### config.mk
export PLATFORM = sky130hd
export DESIGN_NAME = fp_round_pack
export DESIGN_NICKNAME = d
export VERILOG_FILES = /design/src/rtl/fp_round_pack.sv
export SDC_FILE = /design/constraint.sdc
export NUM_CORES = 1
export LEC_CHECK = 0
export ABC_AREA = 1
export CORE_ASPECT_RATIO = 1.2
export CORE_MARGIN = 2
export CORE_UTILIZATION = 57
export CTS_CLUSTER_DIAMETER = 30
export CTS_CLUSTER_SIZE = 8
export DETAILED_ROUTE_END_ITERATION = 6
export PLACE_DENSITY_LB_ADDON = 0.25
export SYNTH_ARGS = -nofsm -noshare
export SYNTH_HDL_FRONTEND = slang
export SYNTH_SLANG_ARGS = --single-unit
### constraint.sdc
create_clock -name clk -period 7.95 [get_ports clk]
set_input_delay 1.1925 -clock clk [delete_from_list [all_inputs] [get_ports clk]]
set_output_delay 1.1925 -clock clk [all_outputs]
set_load 0.01 [all_outputs]
### src/rtl/fp_round_pack.sv
// rtl/fp_round_pack.sv - 2-stage FP32 / FP16x2 round-to-nearest-even and pack (optional flags: FPALL_ROUND_FLAGS_EN)
package FPALL_pkg;
    typedef enum logic [1:0] {
        FP32 = 2'd0,
        FP16 = 2'd1
    } fp_fmt_e;
endpackage

module fp_round_pack
    import FPALL_pkg::*;
(
    input  logic        clk,
    input  logic        rst_n,
    input  logic        in_valid,
    output logic        in_ready,
    input  fp_fmt_e     fmt,
    input  logic [27:0] frac_i,
    input  logic [4:0]  cnt_h,
    input  logic [4:0]  cnt_l,
    input  logic [5:0]  exp_h,
    input  logic [8:0]  exp_l,
    input  logic        sign_h,
    input  logic        sign_l,
    output logic        out_valid,
    input  logic        out_ready,
    output logic [31:0] result
`ifdef FPALL_ROUND_FLAGS_EN
    ,
    output logic [2:0]  flags_h,
    output logic [2:0]  flags_l
`endif
);

    // Handshake
    logic        s1_valid;
    logic        s2_valid;
    logic        s2_free;
    logic        in_fire;

    // Stage-1 decode (combinational from inputs)
    logic        is_fp32;
    logic [9:0]  adj_32;
    logic [6:0]  adj_h16;
    logic [6:0]  adj_l16;
    logic [22:0] nx_mant_l;
    logic [9:0]  nx_exp_l;
    logic        nx_hid_l;
    logic        nx_lsb_l;
    logic        nx_grd_l;
    logic        nx_stk_l;
    logic        nx_inc_l;
    logic        nx_uf_l;
    logic [9:0]  nx_mant_h;
    logic        nx_hid_h;
    logic        nx_grd_h;
    logic        nx_stk_h;
    logic        nx_inc_h;
    logic        nx_uf_h;

    // Stage-1 registers
    logic        s1_fp32;
    logic        s1_sign_h;
    logic        s1_sign_l;
    logic [22:0] s1_mant_l;
    logic [9:0]  s1_exp_l;
    logic        s1_inc_l;
    logic        s1_hid_l;
    logic        s1_uf_l;
    logic [9:0]  s1_mant_h;
    logic [6:0]  s1_exp_h;
    logic        s1_inc_h;
    logic        s1_hid_h;
    logic        s1_uf_h;
`ifdef FPALL_ROUND_FLAGS_EN
    logic        s1_inx_l;
    logic        s1_inx_h;
    logic [2:0]  flg_h;
    logic [2:0]  flg_l;
`endif

    // Stage-2 combinational
    logic [23:0] sum_l;
    logic [10:0] sum_h;
    logic        carry_l;
    logic [10:0] fexp_l;
    logic [7:0]  fexp_h;
    logic        zero_l;
    logic        zero_h;
    logic        ovf_l;
    logic        ovf_h;
    logic [31:0] pack_32;
    logic [15:0] pack_hi;
    logic [15:0] pack_lo;
    logic [31:0] pack_res;

    assign s2_free   = ~s2_valid | out_ready;
    assign in_ready  = ~s1_valid | s2_free;
    assign in_fire   = in_valid & in_ready;
    assign out_valid = s2_valid;

    // Stage 1: split lanes, subtract the LZC from the exponent, decide the round increment
    always_comb begin
        is_fp32   = (fmt == FP32);
        adj_32    = {1'b0, exp_l} - {5'b0, cnt_l};
        adj_h16   = {1'b0, exp_h} - {2'b0, cnt_h};
        adj_l16   = {1'b0, exp_l[5:0]} - {2'b0, cnt_l};

        nx_mant_l = is_fp32 ? frac_i[26:4] : {13'b0, frac_i[12:3]};
        nx_exp_l  = is_fp32 ? adj_32 : {{3{adj_l16[6]}}, adj_l16};
        nx_hid_l  = is_fp32 ? frac_i[27] : frac_i[13];
        nx_lsb_l  = is_fp32 ? frac_i[4] : frac_i[3];
        nx_grd_l  = is_fp32 ? frac_i[3] : frac_i[2];
        nx_stk_l  = is_fp32 ? (|frac_i[2:0]) : (|frac_i[1:0]);
        nx_inc_l  = nx_grd_l & (nx_stk_l | nx_lsb_l);
        nx_uf_l   = nx_exp_l[9] | (nx_exp_l == 10'd0);

        nx_mant_h = frac_i[26:17];
        nx_hid_h  = frac_i[27];
        nx_grd_h  = frac_i[16];
        nx_stk_h  = |frac_i[15:14];
        nx_inc_h  = nx_grd_h & (nx_stk_h | frac_i[17]);
        nx_uf_h   = adj_h16[6] | (adj_h16 == 7'd0);
    end

    // Stage-1 valid: cleared on reset, refilled whenever the stage may accept
    always_ff @(posedge clk) begin
        if (!rst_n) begin
            s1_valid <= 1'b0;
        end else if (in_ready) begin
            s1_valid <= in_valid;
        end
    end

    // Stage-1 payload: format and lane decisions travel together with the beat
    always_ff @(posedge clk) begin
        if (in_fire) begin
            s1_fp32   <= is_fp32;
            s1_sign_h <= sign_h;
            s1_sign_l <= sign_l;
            s1_mant_l <= nx_mant_l;
            s1_exp_l  <= nx_exp_l;
            s1_inc_l  <= nx_inc_l;
            s1_hid_l  <= nx_hid_l;
            s1_uf_l   <= nx_uf_l;
            s1_mant_h <= nx_mant_h;
            s1_exp_h  <= adj_h16;
            s1_inc_h  <= nx_inc_h;
            s1_hid_h  <= nx_hid_h;
            s1_uf_h   <= nx_uf_h;
`ifdef FPALL_ROUND_FLAGS_EN
            s1_inx_l  <= nx_grd_l | nx_stk_l;
            s1_inx_h  <= nx_grd_h | nx_stk_h;
`endif
        end
    end

    // Stage 2: add the increment, fold mantissa carry into the exponent, saturate and pack
    always_comb begin
        sum_l   = {1'b0, s1_mant_l} + {23'b0, s1_inc_l};
        sum_h   = {1'b0, s1_mant_h} + {10'b0, s1_inc_h};
        carry_l = s1_fp32 ? sum_l[23] : sum_l[10];
        // one extra bit so the largest input exponent plus a carry cannot wrap negative
        fexp_l  = {s1_exp_l[9], s1_exp_l} + {10'b0, carry_l};
        fexp_h  = {s1_exp_h[6], s1_exp_h} + {7'b0, sum_h[10]};
        zero_l  = ~s1_hid_l | s1_uf_l;
        zero_h  = ~s1_hid_h | s1_uf_h;
        ovf_l   = s1_fp32 ? ($signed(fexp_l) >= 11'sd255) : ($signed(fexp_l) >= 11'sd31);
        ovf_h   = $signed(fexp_h) >= 8'sd31;

        if (zero_l) begin
            pack_32 = {s1_sign_l, 31'b0};
            pack_lo = {s1_sign_l, 15'b0};
        end else if (ovf_l) begin
            pack_32 = {s1_sign_l, 8'hFF, 23'b0};
            pack_lo = {s1_sign_l, 5'h1F, 10'b0};
        end else begin
            pack_32 = {s1_sign_l, fexp_l[7:0], sum_l[22:0]};
            pack_lo = {s1_sign_l, fexp_l[4:0], sum_l[9:0]};
        end

        if (zero_h) begin
            pack_hi = {s1_sign_h, 15'b0};
        end else if (ovf_h) begin
            pack_hi = {s1_sign_h, 5'h1F, 10'b0};
        end else begin
            pack_hi = {s1_sign_h, fexp_h[4:0], sum_h[9:0]};
        end

        pack_res = s1_fp32 ? pack_32 : {pack_hi, pack_lo};
`ifdef FPALL_ROUND_FLAGS_EN
        flg_l = {~zero_l & ovf_l, s1_hid_l & s1_uf_l, s1_inx_l};
        flg_h = s1_fp32 ? 3'b000 : {~zero_h & ovf_h, s1_hid_h & s1_uf_h, s1_inx_h};
`endif
    end

    // Stage-2 output register: holds result steady while downstream stalls
    always_ff @(posedge clk) begin
        if (!rst_n) begin
            s2_valid <= 1'b0;
            result   <= 32'd0;
`ifdef FPALL_ROUND_FLAGS_EN
            flags_h  <= 3'b000;
            flags_l  <= 3'b000;
`endif
        end else begin
            if (s2_free) begin
                s2_valid <= s1_valid;
            end
            if (s2_free && s1_valid) begin
                result   <= pack_res;
`ifdef FPALL_ROUND_FLAGS_EN
                flags_h  <= flg_h;
                flags_l  <= flg_l;
`endif
            end
        end
    end

endmodule

# Word level (Yosys, flattened, before mapping)
# Index checks and enable logic that the tools add are counted.
[classes] add_sub_neg=7 magnitude_cmp=3 mux=15 bitwise=15 reduce_logical=7
[op_table] op="$mux W31" n=2
[op_table] op="$mux W15" n=4
[op_table] op="$mux W32" n=1
[op_table] op="$add A23 B1 Y24" n=1
[op_table] op="$mux W10" n=2
[op_table] op="$sub A6 B5 Y7" n=2
[op_table] op="$add A10 B1 Y11" n=1
[op_table] op="$add A10 B2 Y11" n=1
[op_table] op="$ge A11 B6 Y1 const B" n=1
[op_table] op="$ge A11 B9 Y1 const B" n=1
[op_table] op="$logic_not A10 Y1" n=1
[op_table] op="$sub A9 B5 Y10" n=1
[op_table] op="$add A7 B2 Y8" n=1
[op_table] op="$ge A8 B6 Y1 const B" n=1
[op_table] op="$or A1 B1 Y1" n=8
[op_table] op="$logic_not A7 Y1" n=1
[op_table] op="$mux W1" n=6
[op_table] op="$not A1 Y1" n=4
[op_table] op="$reduce_or A2 Y1" n=2
[op_table] op="$and A1 B1 Y1" n=3
[op_table] op="$reduce_or A3 Y1" n=1
[op_table] op="$logic_not A2 Y1" n=1
[op_table] op="$logic_and A1 B1 Y1" n=1
[word_totals] reg_bits=93 in_bits=61 output_inout_bits=34 word_cells=64

# Logic depth before layout (Yosys ltp)
# Gate-level depths: netlist (run 1).
[depth] word_depth=8 mapped_depth=26 mapped_depth_nobuf=26

# Worst setup path before layout (run 1)
# OpenSTA, ideal clock, no wires.
[synth_path] kind="input-to-reg" startpoint="in out_ready" endpoint="reg s1_exp_h[0], enable pin" setup_ps=413 t_arrival_ps=2615 required_ps=7537 slack_ps=4921 cell_stages=4 path_buffers=0 path_cell_list="inv_1 nand3_1 nand2_1 inv_1"
[synth_between] elab_chain_cells=3
[synth_lines] item="start: declaration" line="25" rtl="input logic out_ready,"
[synth_lines] item="$or A1 B1 Y1" line="96" rtl="assign s2_free = ~s2_valid | out_ready;"
[synth_lines] item="$or A1 B1 Y1" line="97" rtl="assign in_ready = ~s1_valid | s2_free;"
[synth_lines] item="named net in_ready" line="15" rtl="output logic in_ready,"
[synth_lines] item="$and A1 B1 Y1" line="98" rtl="assign in_fire = in_valid & in_ready;"
[synth_lines] item="named net in_fire" line="38" rtl="logic in_fire;"
[synth_lines] item="end signal: assignment" line="146" rtl="s1_exp_h <= adj_h16;"
[synth_lines] item="end: declaration" line="70" rtl="logic [6:0] s1_exp_h;"
# The timed path passes the listed nets, and every way through them passes these cells.
# A chain may end at the register's enable or synchronous reset.

# Final worst setup path (run 1)
[layout_path] startpoint="reg s1_mant_l[0]" endpoint="reg result[14]"
[layout_between] elab_chain_cells=8 word_cells_on_any_way=11 cone_classes="add/sub (2); order compare (2); mux (7)"
[layout_lines] item="start: declaration" line="64" rtl="logic [22:0] s1_mant_l;"
[layout_lines] item="start signal: assignment" line="140" rtl="s1_mant_l <= nx_mant_l;"
[layout_lines] item="$add A23 B1 Y24 (*)" line="159" rtl="sum_l = {1'b0, s1_mant_l} + {23'b0, s1_inc_l};"
[layout_lines] item="$mux W1" line="161" rtl="carry_l = s1_fp32 ? sum_l[23] : sum_l[10];"
[layout_lines] item="$add A10 B2 Y11" line="163" rtl="fexp_l = {s1_exp_l[9], s1_exp_l} + {10'b0, carry_l};"
[layout_lines] item="$ge A11 B6 Y1 or $ge A11 B9 Y1 (tied branches)" line="167" rtl="ovf_l = s1_fp32 ? ($signed(fexp_l) >= 11'sd255) : ($signed(fexp_l) >= 11'sd31);"
[layout_lines] item="$mux W1" line="167"
[layout_lines] item="$mux W15 or $mux W31 (tied branches)" line="173" rtl="end else if (ovf_l) begin"
[layout_lines] item="$mux W15 or $mux W31 (tied branches)" line="170" rtl="if (zero_l) begin"
[layout_lines] item="$mux W32 (*)" line="189" rtl="pack_res = s1_fp32 ? pack_32 : {pack_hi, pack_lo};"
[layout_lines] item="end signal: assignment" line="210" rtl="result <= pack_res;"
[layout_lines] item="end: declaration" line="26" rtl="output logic [31:0] result"
# Mark *: on every way between the ends. The rest lies on a longest branch, timed or not.

==> summary.md, run 1 <==
| Metric | Value |
|---|---|
| Outcome | `finished, final reports clean` |
| Crit-path max FO | `32` |
| Leading post-synthesis cells by cell area | `edfxtp_1, dfxtp_1, nand2_1` |
| Combinational share of power | `18.9%` |
| Post-synth ARST share | `0%` |
| Slew HR | `39.51%` |
| Gr busiest metal | `met2` |
| Post-cts resize count | `0` |
| Share of post-route cells with drive strength above 1 | `5.202%` |
| Clock power frac | `27.8%` |
| Post-CTS Setup Inserts | `0` |
| Diodes inserted | `0` |
| Root Driver | `clkbuf_8` |
| Simple-gate share of the synthesized area | `26.27%` |
| Post-synthesis adder-cell area fraction | `4.954%` |
| Global-route usage over all layers | `24.93%` |
| Sequential-to-total area share from yosys stat | `45.81%` |
| Flop pwr share | `53.3%` |
| Global-route track usage on met2 | `41.71%` |
| Top cells by count, synth | `nand2_1, inv_1, nor2_1, edfxtp_1, a21oi_1` |
| Post-synthesis net count | `755` |
| Initial DRC count | `294` |
| Final Instance Area | `6565 um^2` |
| # clock sinks | `93` |
| Hold Path Depth | `2` |
| HP Start | `result[5]` |
| Post-synthesis cell area | `5354 um^2` |
| Slew @ Worst Pin | `0.9051 ns` |
| Startpoint types | `register` |
| Area Overhead vs Synth | `22.62%` |
| Via-per-instance ratio | `5.319` |
| Pre-Repair DR Iteration Count | `5` |
| CP Capture Type | `register` |
| Worst reg2reg startpoint | `s1_mant_l[0]` |
| Switch Pwr | `310.6 uW` |
| Final worst path period share | `45.51%` |
| Via count | `4729` |
| Antenna Nets Post-Route | `0` |
| GR Layer Usage met1 | `32.89%` |
| Row count | `38` |
| Compound-Gate Fraction of Synth Area | `10.05%` |
| Vias in the first global route | `4364` |
| FMAX | `0.2764 GHz` |
| Maximum VDD drop | `0.0001070 V` |
| Final Slew Violations | `0` |
| Max Cap Viol | `0` |
| Yosys top cell by area | `edfxtp_1` |
| Worst reg2reg path depth | `22` |
| Number of flops mapped to enable cells by yosys | `59` |
| Switching share of power | `28.52%` |
| Fraction of synthesized area in multiplexers | `0%` |
| CTS tree | `done` |
| Mapped Cells | `674` |
| Worst skew pair latency | `0.37 ns` |
| Most frequent cell after synthesis | `nand2_1` |
| DIE HEIGHT | `110.2 um` |
| Hold endpoint | `result[5]` |
| Final nets | `845` |
| Final wirelength | `12240 um` |
| Syn Area/Cell | `7.943 um^2` |
| DP HPWL | `9644 um` |
| CTS H-tree lvls | `3` |
| RSZ-0062 raised after global routing | `false` |
| Port Buf Inserts | `94` |
| Cell Int Power | `778.2 uW` |
| Critical Path AT | `3.93 ns` |
| Worst Clk Skew | `0.01227 ns` |
| DP Area | `6372 um^2` |
| Synth Area in XOR/XNOR | `4.417%` |
| Die footprint | `10190 um^2` |
| Cell variety after synth | `37` |
| I/O Pins | `95` |
| Largest family of logic cells by synthesized area | `simple AND/OR/NAND/NOR gates` |
| Worst-path clk slew | `0.09 ns` |
| Initial antenna violation count | `0` |
| First-pass GRT wire length | `19900 um` |
| Initial Util | `58.96%` |
| Placer Congestion | `0.9361` |
| Setup TNS | `0 ns` |
| DRC | `0` |
| #FFs+latches synth | `93` |
| Clock Path Buffers | `2` |
| Fin crit period | `3.618 ns` |
| Number of hold buffers added after CTS | `0` |
| Top-area cell type share of the netlist area | `33.09%` |
| Final Hold Vio Count | `0` |
| Endpoints failing setup | `0` |
| CTS buffer count | `9` |
| Leak | `0.002752 uW` |
| Hold Crit Class | `reg2reg` |
| Power per cell area | `165.8 nW/um^2` |
| Synth Warn # | `0` |
| Global route total overflow | `0` |
| Kind of critical path | `reg2reg` |
| Top_reg_cell synth | `edfxtp_1` |
| Largest net degree at the start of global routing | `60` |
| Global Route met3 Usage | `2.719%` |
| Die Wd | `92.47 um` |
| R2R setup slack | `4.33 ns` |
| WL/cell | `13.77 um` |
| Core area | `9081 um^2` |
| WP data required | `8.26 ns` |
| FF-to-FF End | `result[14]` |
-- flip-flops by register name, summed over array words and instances, names as in the netlist --
name	count
s1_inc_h	1
result	32
s1_mant_h	10
s1_uf_l	1
s1_sign_h	1
s1_hid_h	1
s1_fp32	1
s1_sign_l	1
s1_valid	1
s1_hid_l	1
s1_exp_h	7
s1_exp_l	10
s1_mant_l	23
s1_uf_h	1
out_valid	1
s1_inc_l	1
-- metrics by stage --
stage	hold WS (ns)	total power, uW	utilization (%)	instances	setup WS (ns)
floorplan	0.4899	710.5	-	674	4.921
global placement	0.4546	787.7	70.17	873	4.426
detailed placement	0.4618	795.1	70.17	873	4.390
CTS	0.4745	1093	72.29	889	4.366
global route	0.4921	1143	72.29	889	3.958
finish	0.4738	1089	72.29	889	4.332
-- per-layer routing --
layer  wire, um  share of wire (%)
met1       5363                 44
met2       6044                 49
met3        492                4.0
met4        341                2.8
met5          0                  0
-- how the worst max path moves through the flow --
stage | end | cells past startpoint | slack (ns) | from
after floorplan | s1_exp_h[0] | 4 | 4.92 | out_ready
after global placement | in_ready | 4 | 4.43 | out_ready
after detailed placement | s1_uf_l | 13 | 4.39 | exp_l[0]
after CTS | result[14] | 22 | 4.37 | s1_mant_l[0]
after global routing | result[14] | 22 | 3.96 | s1_inc_l
final | result[14] | 22 | 4.33 | s1_mant_l[0]
-- placed cells by master, fill, tap and decap left out, drive strengths merged, types with 2 or more instances in the layout --
cell type,synthesis,layout
xnor2,12,12
nand2,165,165
nor2,72,72
a31oi,4,4
or2,4,4
fa,2,2
clkdlybuf4s50,0,94
nand3,35,35
o21bai,3,3
clkbuf,13,10
xor2,15,15
ha,18,18
dfxtp,34,34
a211oi,2,2
edfxtp,59,59
o21ai,36,36
nor3b,2,2
buf,4,2
nand4,19,19
inv,98,102
a21oi,51,51
nor3,11,11
nand3b,8,8
-- cells by family after synthesis --
| family | after synthesis |
|---|---|
| AND/OR/NAND/NOR | 318 |
| buffers and inverters | 115 |
| AO/OA/AOI/OAI | 101 |
| flip-flops | 93 |
| XOR/XNOR | 27 |
| adder cells (fa/ha/maj) | 20 |
-- final cells by class --
class                      count  area [um^2]
clock buffer                  10        148.9
clock inverter                 6        43.79
fill                         747         2516
inverter                      98        367.9
multi-input combinational    466         2446
sequential                    93         2452
tap                          120        150.1
timing repair buffer          96        955.9
-- power by group through the flow --
stage / combinational (uW) / clock, uW / sequential, uW
floorplan: 124 / 0 / 587
global placement: 198 / 0 / 589
detailed placement: 204 / 0 / 591
CTS: 206 / 308 / 580
global route: 231 / 329 / 584
finish: 206 / 303 / 580
-- critical path: stages, from the launching register on --
cell and delay (ns):
edfxtp_1 0.37, ha_1 0.19, nand2_1 0.10, nor2_2 0.20, nand2_2 0.09, nor2_2 0.12, nand3_2 0.11, nor2_2 0.14
nand2_1 0.08, nor2_1 0.17, a41oi_1 0.13, inv_1 0.10, ha_1 0.27, nor2_1 0.07, nor2_1 0.20, nand3_1 0.12
nor3_1 0.18, nand2_1 0.07, nand2_1 0.10, nand2_4 0.20, a21boi_0 0.34, nor2_1 0.11, nor2_1 0.09
Note: power is estimated with default switching activity, not from simulation.
==> inputs of run 2 (changes only) <==
- CORE_UTILIZATION: 57 -> 53
- clock period: 7.95 -> 3.5 ns (I/O delays scaled with it)
==> run 2 against run 1 <==
Setup slack worse by 4.1 ns. Critical path depth up 2. First-iteration DRC count down 22%. Critical endpoint is now result[13].
==> summary.md, run 2 (synthesis results as in run 1) <==
| Metric | Value |
|---|---|
| Kind of critical path | `reg2reg` |
| Pre-CTS WS | `0.04289 ns (-4.347 ns)` |
| Final Hold Vio Count | `0 (unchanged)` |
| Maximum VDD drop | `0.0002399 V (+120%)` |
| Diodes inserted | `0 (unchanged)` |
| DRC | `0 (unchanged)` |
| Antenna Nets Post-Route | `0 (unchanged)` |
| Outcome | `finished, final reports clean` |
| Hold Crit Class | `reg2reg` |
| Number of hold buffers added after CTS | `0 (unchanged)` |
| Most common cell after layout, fill and taps aside | `nand2_1` |
| FMAX | `0.3055 GHz (+11%)` |
| Fin crit period | `3.273 ns (-0.3453 ns)` |
| Worst Clk Skew | `0.01154 ns (-0.0007345 ns)` |
| I/O Pins | `95 (unchanged)` |
| Endpoints failing setup | `0 (unchanged)` |
| CTS tree | `done` |
| Number of flip-flops in the largest register | `32 (unchanged)` |
| Leak | `0.002879 uW (+4.6%)` |
| CTS H-tree lvls | `3 (unchanged)` |
| Global route total overflow | `0 (unchanged)` |
| Vias in the first global route | `4467 (+2.4%)` |
| Row count | `40 (+5.3%)` |
| Crit-path max FO | `16 (-50%)` |
| Worst reg2reg path depth | `24 (+9.1%)` |
| Hold endpoint | `result[7]` |
| Pre-Repair DR Iteration Count | `5 (unchanged)` |
| Biggest register | `result` |
| Port Buf Inserts | `94 (unchanged)` |
| Final nets | `860 (+1.8%)` |
| Max incr delay on CP | `0.36 ns (about the same)` |
| # clock sinks | `93 (unchanged)` |
| Max Cap Viol | `0 (unchanged)` |
| WP data required | `3.77 ns (-4.49 ns)` |
| Share of post-route cells with drive strength above 1 | `10.33% (+5.1 points)` |
| R2R setup slack | `0.23 ns (-4.10 ns)` |
| Crit-path most repeated cell | `nand2_2` |
| Via-per-instance ratio | `5.360 (+0.77%)` |
| WL/cell | `14.55 um (+5.7%)` |
| CP Capture Type | `register` |
| DIE HEIGHT | `114.1 um (+3.6%)` |
| Final Slew Violations | `0 (unchanged)` |
| CTS buffer count | `9 (unchanged)` |
| Startpoint types | `register` |
| Hold Path Depth | `2 (unchanged)` |
| Power Total | `2747 uW (+150%)` |
| Top flop regs | `result x32, s1_mant_l x23` |
| Root Driver | `clkbuf_16` |
| Critical path, cell by cell | `ha_2 > nand2_2 > nor2_4 > nand2_2 > nor2_4 > nand3_4 > nor2_4 > nand2_2 > nor2_4 > a41oi_2 > inv_2 > ha_2 > nand2_4 > nor2_4 > nand2_1 > nand2_2 > nand2_2 > o21ai_2 > nand2_2 > nand2_8 > nand2_8 > nand2_2 > nand2_1 > a21oi_1` |
| First-pass GRT wire length | `20480 um (+2.9%)` |
| Worst skew pair latency | `0.35 ns (-0.02 ns)` |
| Initial Util | `54.03% (-4.9 points)` |
| Slew @ Worst Pin | `0.7561 ns (-0.1490 ns)` |
| HP Start | `result[7]` |
| Critical path's slowest cell | `edfxtp_1` |
| Initial DRC count | `229 (-22%)` |
| Global-route usage over all layers | `24.12% (-0.81 points)` |
| FF-to-FF End | `result[13]` |
| Final wirelength | `13250 um (+8.2%)` |
| Largest net degree at the start of global routing | `43 (-28%)` |
| Hold_ws | `0.4666 ns (-0.007202 ns)` |
| Final worst path period share | `93.52% (+48 points)` |
| Setup ws final | `0.2268 ns (-4.105 ns)` |
| Via count | `4878 (+3.2%)` |
| Worst-path clk slew | `0.06 ns (-0.03 ns)` |
| Die footprint | `10930 um^2 (+7.2%)` |
| Critical Path AT | `3.54 ns (-0.39 ns)` |
| Commonest non-fill, non-tap cells in the layout | `nand2_1, inv_1, clkdlybuf4s50_1` |
| Die Wd | `95.75 um (+3.5%)` |
| Area Overhead vs Synth | `30.36%` |
| Power per cell area | `393.6 nW/um^2 (+140%)` |
| Core area | `9910 um^2 (+9.1%)` |
| Worst reg2reg startpoint | `s1_inc_l` |
| Placer Congestion | `0.8840 (-5.6%)` |
| Initial antenna violation count | `0 (unchanged)` |
| Slew HR | `49.54% (+10 points)` |
| DP HPWL | `9943 um (+3.1%)` |
| Clock Path Buffers | `2 (unchanged)` |
[run 2: cell types whose count changed in the layout (fill, tap and decap cells not counted), sizes merged]
| cell | delta |
|---|---|
| nand2 | +2 |
| clkinvlp | +3 |
| buf | +13 |
| inv | -3 |
[run 2: cell type report]
cell class / instances / area [um^2]
Inverter: 98 / 367.9
Multi-Input combinational cell: 468 / 2655
Timing Repair Buffer: 109 / 1070
Sequential cell: 93 / 2452
Clock inverter: 6 / 47.55
Clock buffer: 10 / 229.0
Fill cell: 830 / 2930
Tap cell: 126 / 157.7
[run 2: through the flow]
| stage | util [%] | TNS [ns] | instances | area, um^2 |
|---|---|---|---|---|
| finish | 70.43 | 0 | 910 | 6979 |
| floorplan | - | 0 | 674 | 5354 |
| global placement | 64.89 | 0 | 884 | 6430 |
| CTS | 67.68 | 0 | 900 | 6706 |
| detailed placement | 64.89 | 0 | 884 | 6430 |
| global route | 70.43 | -0.2359 | 910 | 6979 |
[run 2: timing repair]
item,4_1_cts,5_1_grt
buffers inserted,0,8
resized for setup,0,42
endpoints found under the setup margin,0,31
[run 2: power by group]
group,switching (uW),total (uW),internal (uW),leakage (uW)
sequential,60.7,1320,1260,0.000863
combinational,298,529,231,0.00189
clock,415,900,485,0.000121
[run 2: critical path: cells and delay by family, from the launching register on]
| kind | cells | cell delay (ns) |
|---|---|---|
| buffers and inverters | 1 | 0.11 |
| DFF | 1 | 0.36 |
| adders and majority gates | 2 | 0.38 |
| AOI/OAI and AO/OA | 3 | 0.41 |
| and+or+nand+nor | 18 | 1.95 |
[run 2: routing by layer]
layer	GRT usage, %	up-vias	routed length, um
li1	-	2426	-
met1	31.17	2266	5679
met2	39.63	154	6492
met3	4.213	32	610
met4	10.29	0	463
met5	0	-	0
[run 2: worst max path at each step]
stage                       startpoint         end  slack (ns)
final                         s1_inc_l  result[13]        0.23
after global routing          s1_inc_l  result[12]       -0.05
after CTS                 s1_mant_l[0]  result[12]        0.04
after detailed placement  s1_mant_l[0]  result[12]        0.04
after global placement    s1_mant_l[0]  result[12]        0.14
after floorplan           s1_mant_l[0]  result[12]        0.62
